File: src/rtl/shift_right_seq_pkg.sv
// ============================================================================
// Module      : shift_right_seq_pkg
// Description : Shared ALU constants (data/bus widths, flag positions) and
//               the shifter state encoding.
// Revision    : 1.0 - initial release
// ============================================================================
`default_nettype none

package shift_right_seq_pkg;

    localparam int c_WIDTH = 32;
    localparam int c_BUS_W = 36;
    localparam int c_CNT_W = 5;

    // Flag bit positions within the 36-bit result bus
    localparam int c_FLAG_N = 35;
    localparam int c_FLAG_Z = 34;
    localparam int c_FLAG_C = 33;
    localparam int c_FLAG_V = 32;

    typedef enum logic [1:0] {
        IDLE  = 2'd0,
        SHIFT = 2'd1,
        DONE  = 2'd2
    } state_t;

endpackage : shift_right_seq_pkg

`default_nettype wire

File: src/rtl/shift_right_seq.sv
// ============================================================================
// Module      : shift_right_seq
// Description : Iterative right shifter, one bit per clock, with the shift
//               amount clamped to N. Result is returned on a tri-statable
//               {N,Z,C,V,result} bus. Define SHIFT_RIGHT_SEQ_ARITH_EN to let
//               the arith input select sign-fill; otherwise logical only.
// Revision    : 1.0 - initial release
// ============================================================================
`default_nettype none

module shift_right_seq
    import shift_right_seq_pkg::*;
#(
    parameter int N = 5
) (
    input  logic                clk,
    input  logic                rst,
    input  logic                start,
    input  logic [c_WIDTH-1:0]  din,
    input  logic [c_CNT_W-1:0]  s_value,
    input  logic                arith,
    input  logic                enbit,
    output wire logic [c_BUS_W-1:0] out,
    output logic                busy,
    output logic                done
);

    localparam logic [c_CNT_W-1:0] c_K_MAX = c_CNT_W'(N);
    localparam int c_FLAG_W = c_BUS_W - c_WIDTH;

    state_t                r_state;
    logic [c_WIDTH-1:0]    r_work;
    logic [c_CNT_W-1:0]    r_k;
    logic                  r_fill;
    logic                  r_carry;
    logic [c_WIDTH-1:0]    r_result;
    logic [c_FLAG_W-1:0]   r_flags;
    logic                  r_busy;
    logic                  r_done;

    logic [c_CNT_W-1:0]    w_k_init;
    logic                  w_fill;
    logic [c_FLAG_W-1:0]   w_flags_next;

    assign w_k_init = (s_value > c_K_MAX) ? c_K_MAX : s_value;

`ifdef SHIFT_RIGHT_SEQ_ARITH_EN
    assign w_fill = arith & din[c_WIDTH-1];
`else
    // arith stays on the port so instantiations are build-independent
    assign w_fill = 1'b0 & arith;
`endif

    always_comb begin
        w_flags_next = '0;
        w_flags_next[c_FLAG_N - c_WIDTH] = r_work[c_WIDTH-1];
        w_flags_next[c_FLAG_Z - c_WIDTH] = (r_work == '0);
        w_flags_next[c_FLAG_C - c_WIDTH] = r_carry;
        w_flags_next[c_FLAG_V - c_WIDTH] = 1'b0;
    end

    always_ff @(posedge clk or posedge rst) begin
        if (rst) begin
            r_state  <= IDLE;
            r_work   <= '0;
            r_k      <= '0;
            r_fill   <= 1'b0;
            r_carry  <= 1'b0;
            r_result <= '0;
            r_flags  <= '0;
            r_busy   <= 1'b0;
            r_done   <= 1'b0;
        end else begin
            r_done <= 1'b0;
            case (r_state)
                IDLE: begin
                    if (start) begin
                        r_work  <= din;
                        r_k     <= w_k_init;
                        r_fill  <= w_fill;
                        r_carry <= 1'b0;
                        r_busy  <= 1'b1;
                        r_state <= (w_k_init != '0) ? SHIFT : DONE;
                    end
                end
                SHIFT: begin
                    r_work  <= {r_fill, r_work[c_WIDTH-1:1]};
                    r_carry <= r_work[0];
                    r_k     <= r_k - 1'b1;
                    if (r_k == c_CNT_W'(1))
                        r_state <= DONE;
                end
                DONE: begin
                    // Result bus only changes here, so SHIFT never exposes partial values
                    r_result <= r_work;
                    r_flags  <= w_flags_next;
                    r_done   <= 1'b1;
                    r_busy   <= 1'b0;
                    r_state  <= IDLE;
                end
                default: begin
                    r_state <= IDLE;
                    r_busy  <= 1'b0;
                end
            endcase
        end
    end

    assign busy = r_busy;
    assign done = r_done;
    assign out  = enbit ? {r_flags, r_result} : {{c_FLAG_W{1'b0}}, {c_WIDTH{1'bz}}};

endmodule : shift_right_seq

`default_nettype wire

File: config.mk
export PLATFORM = sky130hd
export DESIGN_NAME = shift_right_seq
export DESIGN_NICKNAME = d
export VERILOG_FILES = /design/src/rtl/shift_right_seq_pkg.sv /design/src/rtl/shift_right_seq.sv
export SDC_FILE = /design/constraint.sdc
export NUM_CORES = 1
export LEC_CHECK = 0
export ABC_AREA = 1
export ABC_CLOCK_PERIOD_IN_PS = 3000
export BUFFER_PORTS_ARGS = -buffer_cell sky130_fd_sc_hd__buf_2
export CORE_UTILIZATION = 54
export CTS_CLUSTER_DIAMETER = 120
export CTS_CLUSTER_SIZE = 24
export DETAILED_ROUTE_END_ITERATION = 8
export PLACE_DENSITY = 0.8
export SLEW_MARGIN = 20
export SYNTH_ARGS = -nofsm -noshare
export SYNTH_HDL_FRONTEND = slang
export SYNTH_SLANG_ARGS = --single-unit
File: constraint.sdc
create_clock -name clk -period 3 [get_ports clk]
set_input_delay 0.6 -clock clk [delete_from_list [all_inputs] [get_ports clk]]
set_output_delay 0.6 -clock clk [all_outputs]
set_load 0.05 [all_outputs]
* Word level (Yosys, flattened, before mapping) *
Index checks and enable logic that the tools add are counted.

word-level totals
  bits in registers = 77
  output and inout bits = 38
  word-level logic and storage cells = 38

cells by class
  add/sub/neg operators = 1
  magnitude comparators = 1
  eq/ne operators = 5
  multiplexer cells = 15
  bitwise logic cells = 1
  reduce and logical (&&, ||, !) cells = 7

operators by type and width
  kind                                                            count
  one-hot mux 32 bit (2 select lines)                             1
  2-to-1 mux 36 bit                                               1
  zero test 32 bit                                                1
  2-to-1 mux 32 bit                                               1
  2-to-1 mux 5 bit                                                2
  one-hot mux 5 bit (2 select lines)                              1
  2-to-1 mux 2 bit                                                3
  AND reduction 2 bit                                             3
  == test 5 x 1 -> 1 bit (second input constant)                  1
  greater-than comparator 5 x 3 -> 1 bit (second input constant)  1
  nonzero test 5 bit                                              1
  subtractor 5 x 1 -> 5 bit (second input constant)               1
  inequality test 2 bit (second input constant)                   2
  one-hot mux 1 bit (2 select lines)                              2
  one-hot mux 2 bit (2 select lines)                              1
  2-to-1 mux 1 bit                                                3
  == test 2 x 1 -> 1 bit (second input constant)                  1
  == test 2 bit (second input constant)                           1
  zero test 2 bit                                                 1
  nonzero test 2 bit                                              1
  inverter 1 bit                                                  1

* Logic depth before layout (Yosys ltp) *
Gate-level depths: netlist of the first run.

  depth in word-level cells = 6
  gate-level depth with buffers = 7
  depth with buffers taken out = 6

* Worst setup path after synthesis of the first run *
OpenSTA, ideal clock, no wires.

  kind = input -> output
  start point = input enbit
  end point = output out[35]
  data arrival time = 1.752 ns
  data required time = 2.400 ns
  setup slack = 0.648 ns
  cell stages on the path = 5
  path buffers = 3
  cells stage by stage = clkbuf_1 -> clkbuf_1 -> nand2_1 -> inv_1 -> buf_4

between the ends
  word-level cells in the longest chain between the ends = 1

ends and longest elaborated chain
  what                RTL line                text
  start: declaration  shift_right_seq.sv:22   input logic enbit,
  2-to-1 mux 36 bit   shift_right_seq.sv:111  assign out = enbit ? {r_flags, r_result} : {{c_FLAG_W{1'b0}}, {c_WIDTH{1'bz}}};
  end: declaration    shift_right_seq.sv:23   output wire logic [c_BUS_W-1:0] out,

No other way between the ends.

* Final worst setup path of the first run *
  start point = input enbit
  end point = output out[15]

Same word-level chain as after synthesis.

==> results.sh, run 1 <==
export IMPL_layout_setup_ws_ns=0.8151
export IMPL_numClockSinks=76
export IMPL_post_dp_cell_area_um2=3914
export IMPL_syn_nets=483
export IMPL_seq_area_um2=1902
export IMPL_tns_ns=0
export IMPL_yosysSeqAreaShare_pct=53.71
export IMPL_clk_latency_ns=0.35
export IMPL_root_buffer="clkbuf_8"
export IMPL_final_setup_skew_ns=0.008305
export IMPL_syn_to_final_growth_pct=16.78
export IMPL_yosys_cell_types_count=27
export IMPL_cpMostUsedCell="buf_2"
export IMPL_post_cts_setup_buffers=0
export IMPL_cp_arrival_ns=1.58
export IMPL_rows=29
export IMPL_cts_buffers=9
export IMPL_dieHeight_um=82.98
export IMPL_synth_area_leader_cell="dfrtp_1"
export IMPL_reg2reg_slack_ns=1.29
export IMPL_synth_top_area_share_pct=53.71
export IMPL_vias_per_cell=5.259
export IMPL_cp_required_ns=2.40
export IMPL_multi_input_area_um2=1256
export IMPL_wl_per_cell_um=13.51
export IMPL_clockBufferDepth=2
export IMPL_nFillCells=547
export IMPL_grt_max_degree=77
export IMPL_power_density_nw_per_um2=1149
export IMPL_rr_endpoint="r_result[5]$_DFFE_PP0P_"
export IMPL_async_reset_ff_share_pct=100.0
export IMPL_port_buffers=77
export IMPL_status="completed"
export IMPL_synth_enable_flop_cells=0
export IMPL_synth_area_per_cell_um2=8.066
export IMPL_die_area_um2=6885
export IMPL_syn_area_um2=3541
export IMPL_cap_violations=0
export IMPL_routed_wl_mm=7.969
export IMPL_cp_end_kind="output pin"
export IMPL_cp_start_kind="input pin"
export IMPL_clk_pin_slew_ns=0.08
export IMPL_grt_pass1_wl_mm=13.33
export IMPL_critPathKind="input pin to output pin"
export IMPL_ys_top_cells_by_count="nand2_1, dfrtp_1, inv_1, nor2_1, o22ai_1"
export IMPL_drt_initial_drc_count=346
export IMPL_worstReg2RegStart="r_state[1]$_DFFE_PP0P_"
export IMPL_antenna_found_initial=0
export IMPL_crit_chain="buf_2, nand2_1, inv_1, buf_2"
export IMPL_grt_use_total_pct=24.30
export IMPL_rsz0062_at_grt="no"
export IMPL_yosysWarnings=0
export IMPL_synthTopCellsByArea="dfrtp_1, nand2_1, inv_1"
export IMPL_hold_ws_ns=0.3114
export IMPL_slew_violations=0
export IMPL_worst_path_buf_inv=3
export IMPL_critPathMaxStageDelay_ns=0.49
export IMPL_dr_pass1_iters=5
export IMPL_fin_crit_ns=2.185
export IMPL_start_util_pct=55.76
export IMPL_dp_hpwl_mm=5.213
export IMPL_drc_errors=0
export IMPL_ctsHoldBuffers=0
export IMPL_ant_nets=0
export IMPL_tightestPinTransition_ns=0.6257
export IMPL_via_count=3103
export IMPL_layout_drive_gt1_share_pct=21.05
export IMPL_place_congestion=0.8120
export IMPL_path_delay_family="buffers and inverters"
export IMPL_ctsResizeCount=0
export IMPL_setup_violations=0
export IMPL_grt_pass1_vias=2898
export IMPL_synth_most_common_cell="nand2_1"
export IMPL_grt_overflow_total=0
export IMPL_final_cell_area_um2=4135
export IMPL_htreeDepth=3
export IMPL_ios=80
export IMPL_post_place_ws_ns=0.8173
export IMPL_hp_class="input pin to asynchronous set/reset pin"
export IMPL_period_share_pct=72.83
export IMPL_p_leak_nw=2.334
export IMPL_ys_flop_type="dfrtp_1"
export IMPL_die_w_um=82.98
export IMPL_crit_path_max_fanout=34
export IMPL_ff2ff_path_depth=6
export IMPL_cts_tree="done"
export IMPL_ir_worst_vdd_mv=0.5984
export IMPL_n_antenna_cell=0
export IMPL_max_freq_mhz=457.7
export IMPL_nets=552
export IMPL_fp_coreArea_um2=6350
export IMPL_relSlewSlack_pct=58.29
export IMPL_crit_path_top_delay_cell="buf_2"
export IMPL_synthCells=439
export IMPL_hold_viol=0
export IMPL_ys_ff_latch=76
[kinds of logic (layout without fill, tap and decap cells)]
kind of cell	Yosys count	in the layout	synth area share, %
AND/OR/NAND/NOR	209	209	23.50
buffers and inverters	83	157	10.81
other	1	1	0.1059
XOR/XNOR	2	2	0.4948
adder cells (fa/ha/maj)	2	2	0.7066
flip-flops	76	76	53.71
AO/OA/AOI/OAI	66	66	10.67
[registers in the layout, indices dropped and copies added, names as in the netlist]
register,flops
r_result,32
r_flags,2
r_work,32
busy,1
r_k,5
done,1
r_state,2
r_carry,1
[power breakdown]
group | internal [mW] | total [mW] | switching, mW
sequential | 1.51 | 1.88 | 0.363
combinational | 0.598 | 2.03 | 1.43
clock | 0.474 | 0.843 | 0.370
total | 2.59 | 4.75 | 2.16
[worst max path at each step]
stage	depth (start not counted)	end	slack [ns]	from
finish	4	out[15]	0.82	enbit
floorplan	1	busy$_DFFE_PP0P_	0.46	rst
CTS	4	out[31]	0.81	enbit
detailed placement	4	out[15]	0.82	enbit
global route	4	out[35]	0.71	enbit
global placement	4	out[15]	0.80	enbit
[per-layer routing]
layer	share of wire (%)	track usage (%)
met5	0	0
met1	45	33.42
met4	1.8	11.60
met3	5.4	4.274
met2	48	37.70
[cell usage in the layout (no fill, tap or decap), types with 4 or more instances in the layout]
cell type / instances
clkbuf_8: 13
o21ai_1: 4
nand3_1: 5
nand2_1: 133
inv_1: 55
nor3_1: 16
o22ai_1: 33
a21oi_1: 13
nor2_1: 48
buf_2: 77
buf_4: 4
o21ai_0: 14
dfrtp_1: 76
[through the flow]
| step | instances | total power, mW | util (%) |
|---|---|---|---|
| 2_1_floorplan | 439 | 3.468 | - |
| 3_3_place_gp | 574 | 3.800 | 61.64 |
| 3_5_place_dp | 574 | 3.893 | 61.64 |
| 4_1_cts | 590 | 4.745 | 65.12 |
| 5_1_grt | 590 | 5.077 | 65.12 |
| 6_report | 590 | 4.749 | 65.12 |
[cell type report]
type,count,area share (%)
timing repair buffer,82,10.53
inverter,59,5.416
clock inverter,3,1.029
tap,77,2.330
multi-input combinational,280,30.38
clock buffer,13,4.327
sequential,76,45.99
[worst reg2reg max path, stage by stage, from the launching register on]
cell and delay, ns:
dfrtp_1 0.38, inv_2 0.13, nor2_2 0.04, buf_4 0.21, inv_1 0.23, buf_4 0.40, o21ai_0 0.19
No activity file was read; power rests on OpenSTA's default activity.
==> run 2, diff against run 1 <==
Settings changed: ABC_CLOCK_PERIOD_IN_PS 3000 to 1900, CORE_UTILIZATION 54 to 49, PLACE_DENSITY 0.8 to 0.76.
Clock period 3 ns to 1.9 ns, I/O delays scaled along.
==> run 2 against run 1 <==
Against the previous run: power increased by 52%; core utilization decreased by 4.7 points; sequential power increased by 57%; register-to-register slack got worse by 0.84 ns; sequential cell count unchanged; clock skew decreased by 0.0019 ns; via count decreased by 1.0%; critical path depth increased by 1; cell count increased by 4.1%; cell area increased by 0.39%; global-route usage decreased by 1.6 points; clock power increased by 27%; critical path type unchanged; largest cell class unchanged; largest power group unchanged; highest routed layer unchanged.
==> results.sh, run 2 (same netlist as run 1, synthesis figures left out) <==
export IMPL_power_density_nw_per_um2=1743
export IMPL_dp_hpwl_mm=5.411
export IMPL_dr_pass1_iters=4
export IMPL_grt_use_total_pct=22.72
export IMPL_cp_arrival_ns=1.17
export IMPL_fin_crit_ns=1.553
export IMPL_clk_latency_ns=0.34
export IMPL_grt_max_degree=48
export IMPL_grt_pass1_vias=2846
export IMPL_critPathMaxStageDelay_ns=0.26
export IMPL_die_area_um2=7570
export IMPL_numClockSinks=76
export IMPL_vias_per_cell=5.003
export IMPL_start_util_pct=51.55
export IMPL_port_buffers=77
export IMPL_nets=557
export IMPL_grt_pass1_wl_mm=13.14
export IMPL_worstReg2RegStart="r_state[0]$_DFFE_PP0P_"
export IMPL_final_setup_skew_ns=0.006422
export IMPL_syn_to_final_growth_pct=17.24
export IMPL_cp_required_ns=1.52
export IMPL_cts_tree="done"
export IMPL_period_share_pct=81.73
export IMPL_ios=80
export IMPL_drc_errors=0
export IMPL_status="completed"
export IMPL_n_antenna_cell=0
export IMPL_wl_per_cell_um=12.93
export IMPL_grt_busiest_layer="met2"
export IMPL_cap_violations=0
export IMPL_crit_path_top_delay_cell="buf_2"
export IMPL_hold_viol=0
export IMPL_ctsResizeCount=0
export IMPL_hp_class="input pin to asynchronous set/reset pin"
export IMPL_p_leak_nw=2.321
export IMPL_setup_violations=0
export IMPL_power_mw=7.236
export IMPL_met3_usage_pct=3.412
export IMPL_rows=30
export IMPL_root_buffer="clkbuf_8"
export IMPL_cpMostUsedCell="buf_2"
export IMPL_antenna_found_initial=0
export IMPL_htreeDepth=3
export IMPL_grt_overflow_total=0
export IMPL_met1_usage_pct=30.80
export IMPL_cp_end_kind="output pin"
export IMPL_cts_buffers=9
export IMPL_grt_util_met2_pct=35.93
export IMPL_via_count=3072
export IMPL_post_cts_setup_buffers=0
export IMPL_reg_top3="r_result x32, r_work x32, r_k x5"
export IMPL_fp_coreArea_um2=6869
export IMPL_crit_path_max_fanout=15
export IMPL_dieHeight_um=87.01
export IMPL_clockBufferDepth=2
export IMPL_ir_worst_vdd_mv=0.8935
export IMPL_cp_start_kind="input pin"
export IMPL_crit_chain="buf_2, buf_4, nand2_1, inv_1, buf_2"
export IMPL_post_dp_cell_area_um2=3983
export IMPL_fin_util_pct=60.44
export IMPL_startpoint="enbit"
export IMPL_final_cell_area_um2=4151
export IMPL_rsz0062_at_grt="no"
export IMPL_slew_violations=0
export IMPL_clk_pin_slew_ns=0.08
export IMPL_drt_initial_drc_count=238
export IMPL_layout_drive_gt1_share_pct=21.81
export IMPL_critPathKind="input pin to output pin"
export IMPL_ant_nets=0
export IMPL_routed_wl_mm=7.941
export IMPL_final_common_cell="nand2_1"
export IMPL_layout_common_cells="nand2_1, buf_2, dfrtp_1"
export IMPL_tns_ns=0
export IMPL_max_freq_mhz=644.0
export IMPL_place_congestion=0.8108
export IMPL_ctsHoldBuffers=0
export IMPL_die_w_um=87.01
run 2: cell types whose count changed in the layout (fill, tap and decap cells not counted), sizes merged:
cell	previous run	this run
clkinvlp	1	3
buf	82	87
bufinv	1	0
inv	59	57
clkinv	1	4
clkbuf	13	11
run 2: power breakdown:
group | internal, mW | switching, mW | total (mW)
sequential | 2.39 | 0.556 | 2.95
clock | 0.501 | 0.573 | 1.07
combinational | 0.973 | 2.24 | 3.22
total | 3.87 | 3.37 | 7.24
run 2: worst paths after layout:
check,endpoint,slack [ns],cells after the start
setup / recovery,out[34],0.35,5
setup reg to reg,r_k[0]$_DFFE_PP0P_,0.45,5
hold reg to reg,r_result[19]$_DFFE_PP0P_,0.47,2
max in group asynchronous,r_result[17]$_DFFE_PP0P_,1.28,3
min in group clk,r_work[13]$_DFFE_PP0P_,0.27,3
hold / removal,r_result[7]$_DFFE_PP0P_,0.05,2
run 2: final cells by class:
class	instances	area (µm²)
multi-input cells	280	1256
repair buffers	87	473.0
clock inverters	5	27.53
clock buffers	11	141.4
well taps	96	120.1
flip-flops and latches	76	1902
inverters	59	231.5
fillers	621	2718
run 2: worst max-delay path, delay by kind of cell:
kind,cells,cell delay (ns)
buf+inv,4,0.72
simple gates,1,0.07
run 2: routing by layer:
metal  part of all wire, %  up-vias
met5                     0        -
met4                   1.9        0
met3                   5.1       14
met1                    46     1438
met2                    47       97
li1                      -     1523
run 2: stage by stage:
step                      setup slack (ns)  hold slack [ns]  instances
after global routing                0.2576          0.07389        614
after detailed placement            0.3489           0.4201        598
final                               0.3471          0.04657        614
after CTS                           0.3493          0.05647        614
after global placement              0.3553           0.4111        598
after floorplan                    0.08517           0.4417        439
==> run 3, diff against run 2 <==
Settings changed: ABC_CLOCK_PERIOD_IN_PS 1900 to 1500, CORE_UTILIZATION 49 to 54, PLACE_DENSITY 0.76 to 0.8.
Clock period 1.9 ns to 1.5 ns, I/O delays scaled along.
==> run 3 against run 2 <==
Against the previous run: clock power increased by 47%; setup slack got worse by 0.27 ns; sequential cell count unchanged; power grew 33%; non-clock buffer count shrank 1; count of clock-buffer cells in the layout stayed put; wire length grew 2.2%.
==> results.sh, run 3 (same netlist as run 1, synthesis figures left out) <==
export IMPL_status="completed"
export IMPL_drt_initial_drc_count=300
export IMPL_post_dp_cell_area_um2=4004
export IMPL_period_share_pct=94.88
export IMPL_cp_end_kind="output pin"
export IMPL_layout_drive_gt1_share_pct=22.24
export IMPL_rsz0062_at_grt="no"
export IMPL_max_freq_mhz=702.7
export IMPL_numClockSinks=76
export IMPL_syn_to_final_growth_pct=19.43
export IMPL_tns_ns=0
export IMPL_dp_cells=578
export IMPL_crit_chain="nand2_2, clkinvlp_4, buf_2"
export IMPL_cp_required_ns=1.20
export IMPL_reg_top3="r_result x32, r_work x32, r_k x5"
export IMPL_critPathMaxStageDelay_ns=0.41
export IMPL_dieHeight_um=82.98
export IMPL_rows=29
export IMPL_p_leak_nw=2.350
export IMPL_crit_path_top_delay_cell="dfrtp_1"
export IMPL_die_area_um2=6885
export IMPL_place_congestion=0.8321
export IMPL_drc_errors=0
export IMPL_cp_start_kind="flop"
export IMPL_cts_buffers=9
export IMPL_start_util_pct=55.76
export IMPL_cts_tree="done"
export IMPL_via_count=3154
export IMPL_grt_pass1_wl_mm=13.72
export IMPL_critPathKind="flop to output pin"
export IMPL_startpoint="r_result[31]$_DFFE_PP0P_"
export IMPL_hp_class="input pin to asynchronous set/reset pin"
export IMPL_clk_latency_ns=0.34
export IMPL_crit_cells=3
export IMPL_nFillCells=526
export IMPL_vias_per_cell=5.310
export IMPL_hold_ws_ns=0.04986
export IMPL_die_w_um=82.98
export IMPL_root_buffer="clkbuf_8"
export IMPL_worstReg2RegStart="r_state[1]$_DFFE_PP0P_"
export IMPL_fin_crit_ns=1.423
export IMPL_n_antenna_cell=0
export IMPL_hold_viol=0
export IMPL_final_setup_skew_ns=0.009361
export IMPL_cap_violations=0
export IMPL_path_delay_family="flip-flops"
export IMPL_rr_endpoint="r_work[15]$_DFFE_PP0P_"
export IMPL_clockBufferDepth=2
export IMPL_clk_pin_slew_ns=0.08
export IMPL_cp_endpoint="out[31]"
export IMPL_layout_setup_ws_ns=0.07682
export IMPL_port_buffers=77
export IMPL_grt_pass1_vias=3166
export IMPL_layout_common_cells="nand2_1, buf_2, dfrtp_1"
export IMPL_final_common_cell="nand2_1"
export IMPL_fp_coreArea_um2=6350
export IMPL_htreeDepth=3
export IMPL_worst_path_buf_inv=2
export IMPL_setup_violations=0
export IMPL_dp_hpwl_mm=5.448
export IMPL_cp_arrival_ns=1.12
export IMPL_final_cell_area_um2=4229
export IMPL_grt_use_total_pct=24.80
export IMPL_crit_path_max_fanout=2
export IMPL_ir_worst_vdd_mv=1.506
export IMPL_reg2reg_slack_ns=0.12
export IMPL_final_cells=594
export IMPL_antenna_found_initial=0
export IMPL_power_density_nw_per_um2=2275
export IMPL_wl_per_cell_um=13.66
export IMPL_ctsHoldBuffers=0
export IMPL_grt_overflow_total=0
export IMPL_dr_pass1_iters=5
export IMPL_nets=557
export IMPL_ant_nets=0
export IMPL_slew_violations=0
export IMPL_routed_wl_mm=8.115
export IMPL_ff2ff_path_depth=5
export IMPL_grt_max_degree=77
export IMPL_post_place_ws_ns=0.06747
export IMPL_ios=80
-- run 3: worst register-to-register path: stages, from the launching register on --
cell and delay (ns):
dfrtp_1 0.39, inv_2 0.13, nand2_2 0.20, nand2_8 0.20, clkinvlp_4 0.19, a21oi_1 0.20
-- run 3: repair_timing --
action / in CTS / in global routing
resized for setup: 0 / 4
setup buffers: 0 / 0
endpoints found under the setup margin: 0 / 13
-- run 3: worst min-delay path by stage --
stage	startpoint	slack, ns	to
final	rst	0.05	r_work[10]$_DFFE_PP0P_
after global routing	rst	0.07	r_work[10]$_DFFE_PP0P_
after CTS	rst	0.08	r_result[25]$_DFFE_PP0P_
after detailed placement	rst	0.44	r_result[12]$_DFFE_PP0P_
after global placement	rst	0.43	r_result[11]$_DFFE_PP0P_
after floorplan	r_result[13]$_DFFE_PP0P_	0.44	r_result[13]$_DFFE_PP0P_
-- run 3: power by group --
group	leakage (nW)	internal [mW]	total [mW]	switching, mW
Combinational	1.36	1.36	4.32	2.96
Clock	0.105	0.848	1.57	0.726
Sequential	0.886	3.03	3.73	0.706
Total	2.35	5.23	9.62	4.39
-- run 3: metal layers --
metal  part of all wire, %  vias to the layer above  wire (µm)  track usage (%)
li1                      -                     1520          -                -
met1                    41                     1485       3367            31.58
met2                    49                      125       3967            40.39
met3                   6.9                       24        557            5.567
met4                   2.7                        0        222            11.76
met5                     0                        -          0                0
-- run 3: area by class of cell --
class | count | area (µm²) | area share (%)
clock buffer | 11 | 151.4 | 3.580
clock inverter | 4 | 48.80 | 1.154
inverter | 59 | 235.2 | 5.562
multi-input combinational | 280 | 1272 | 30.09
sequential | 76 | 1902 | 44.97
tap | 77 | 96.34 | 2.278
timing repair buffer | 86 | 515.5 | 12.19
timing repair inverter | 1 | 7.507 | 0.1775
-- run 3: metrics by stage --
| stage | utilization [%] | total power, mW |
|---|---|---|
| final | 66.60 | 9.623 |
| after global routing | 66.60 | 10.30 |
| after CTS | 66.21 | 9.534 |
| after detailed placement | 63.05 | 7.952 |
| after global placement | 63.05 | 7.758 |
| after floorplan | - | 6.960 |
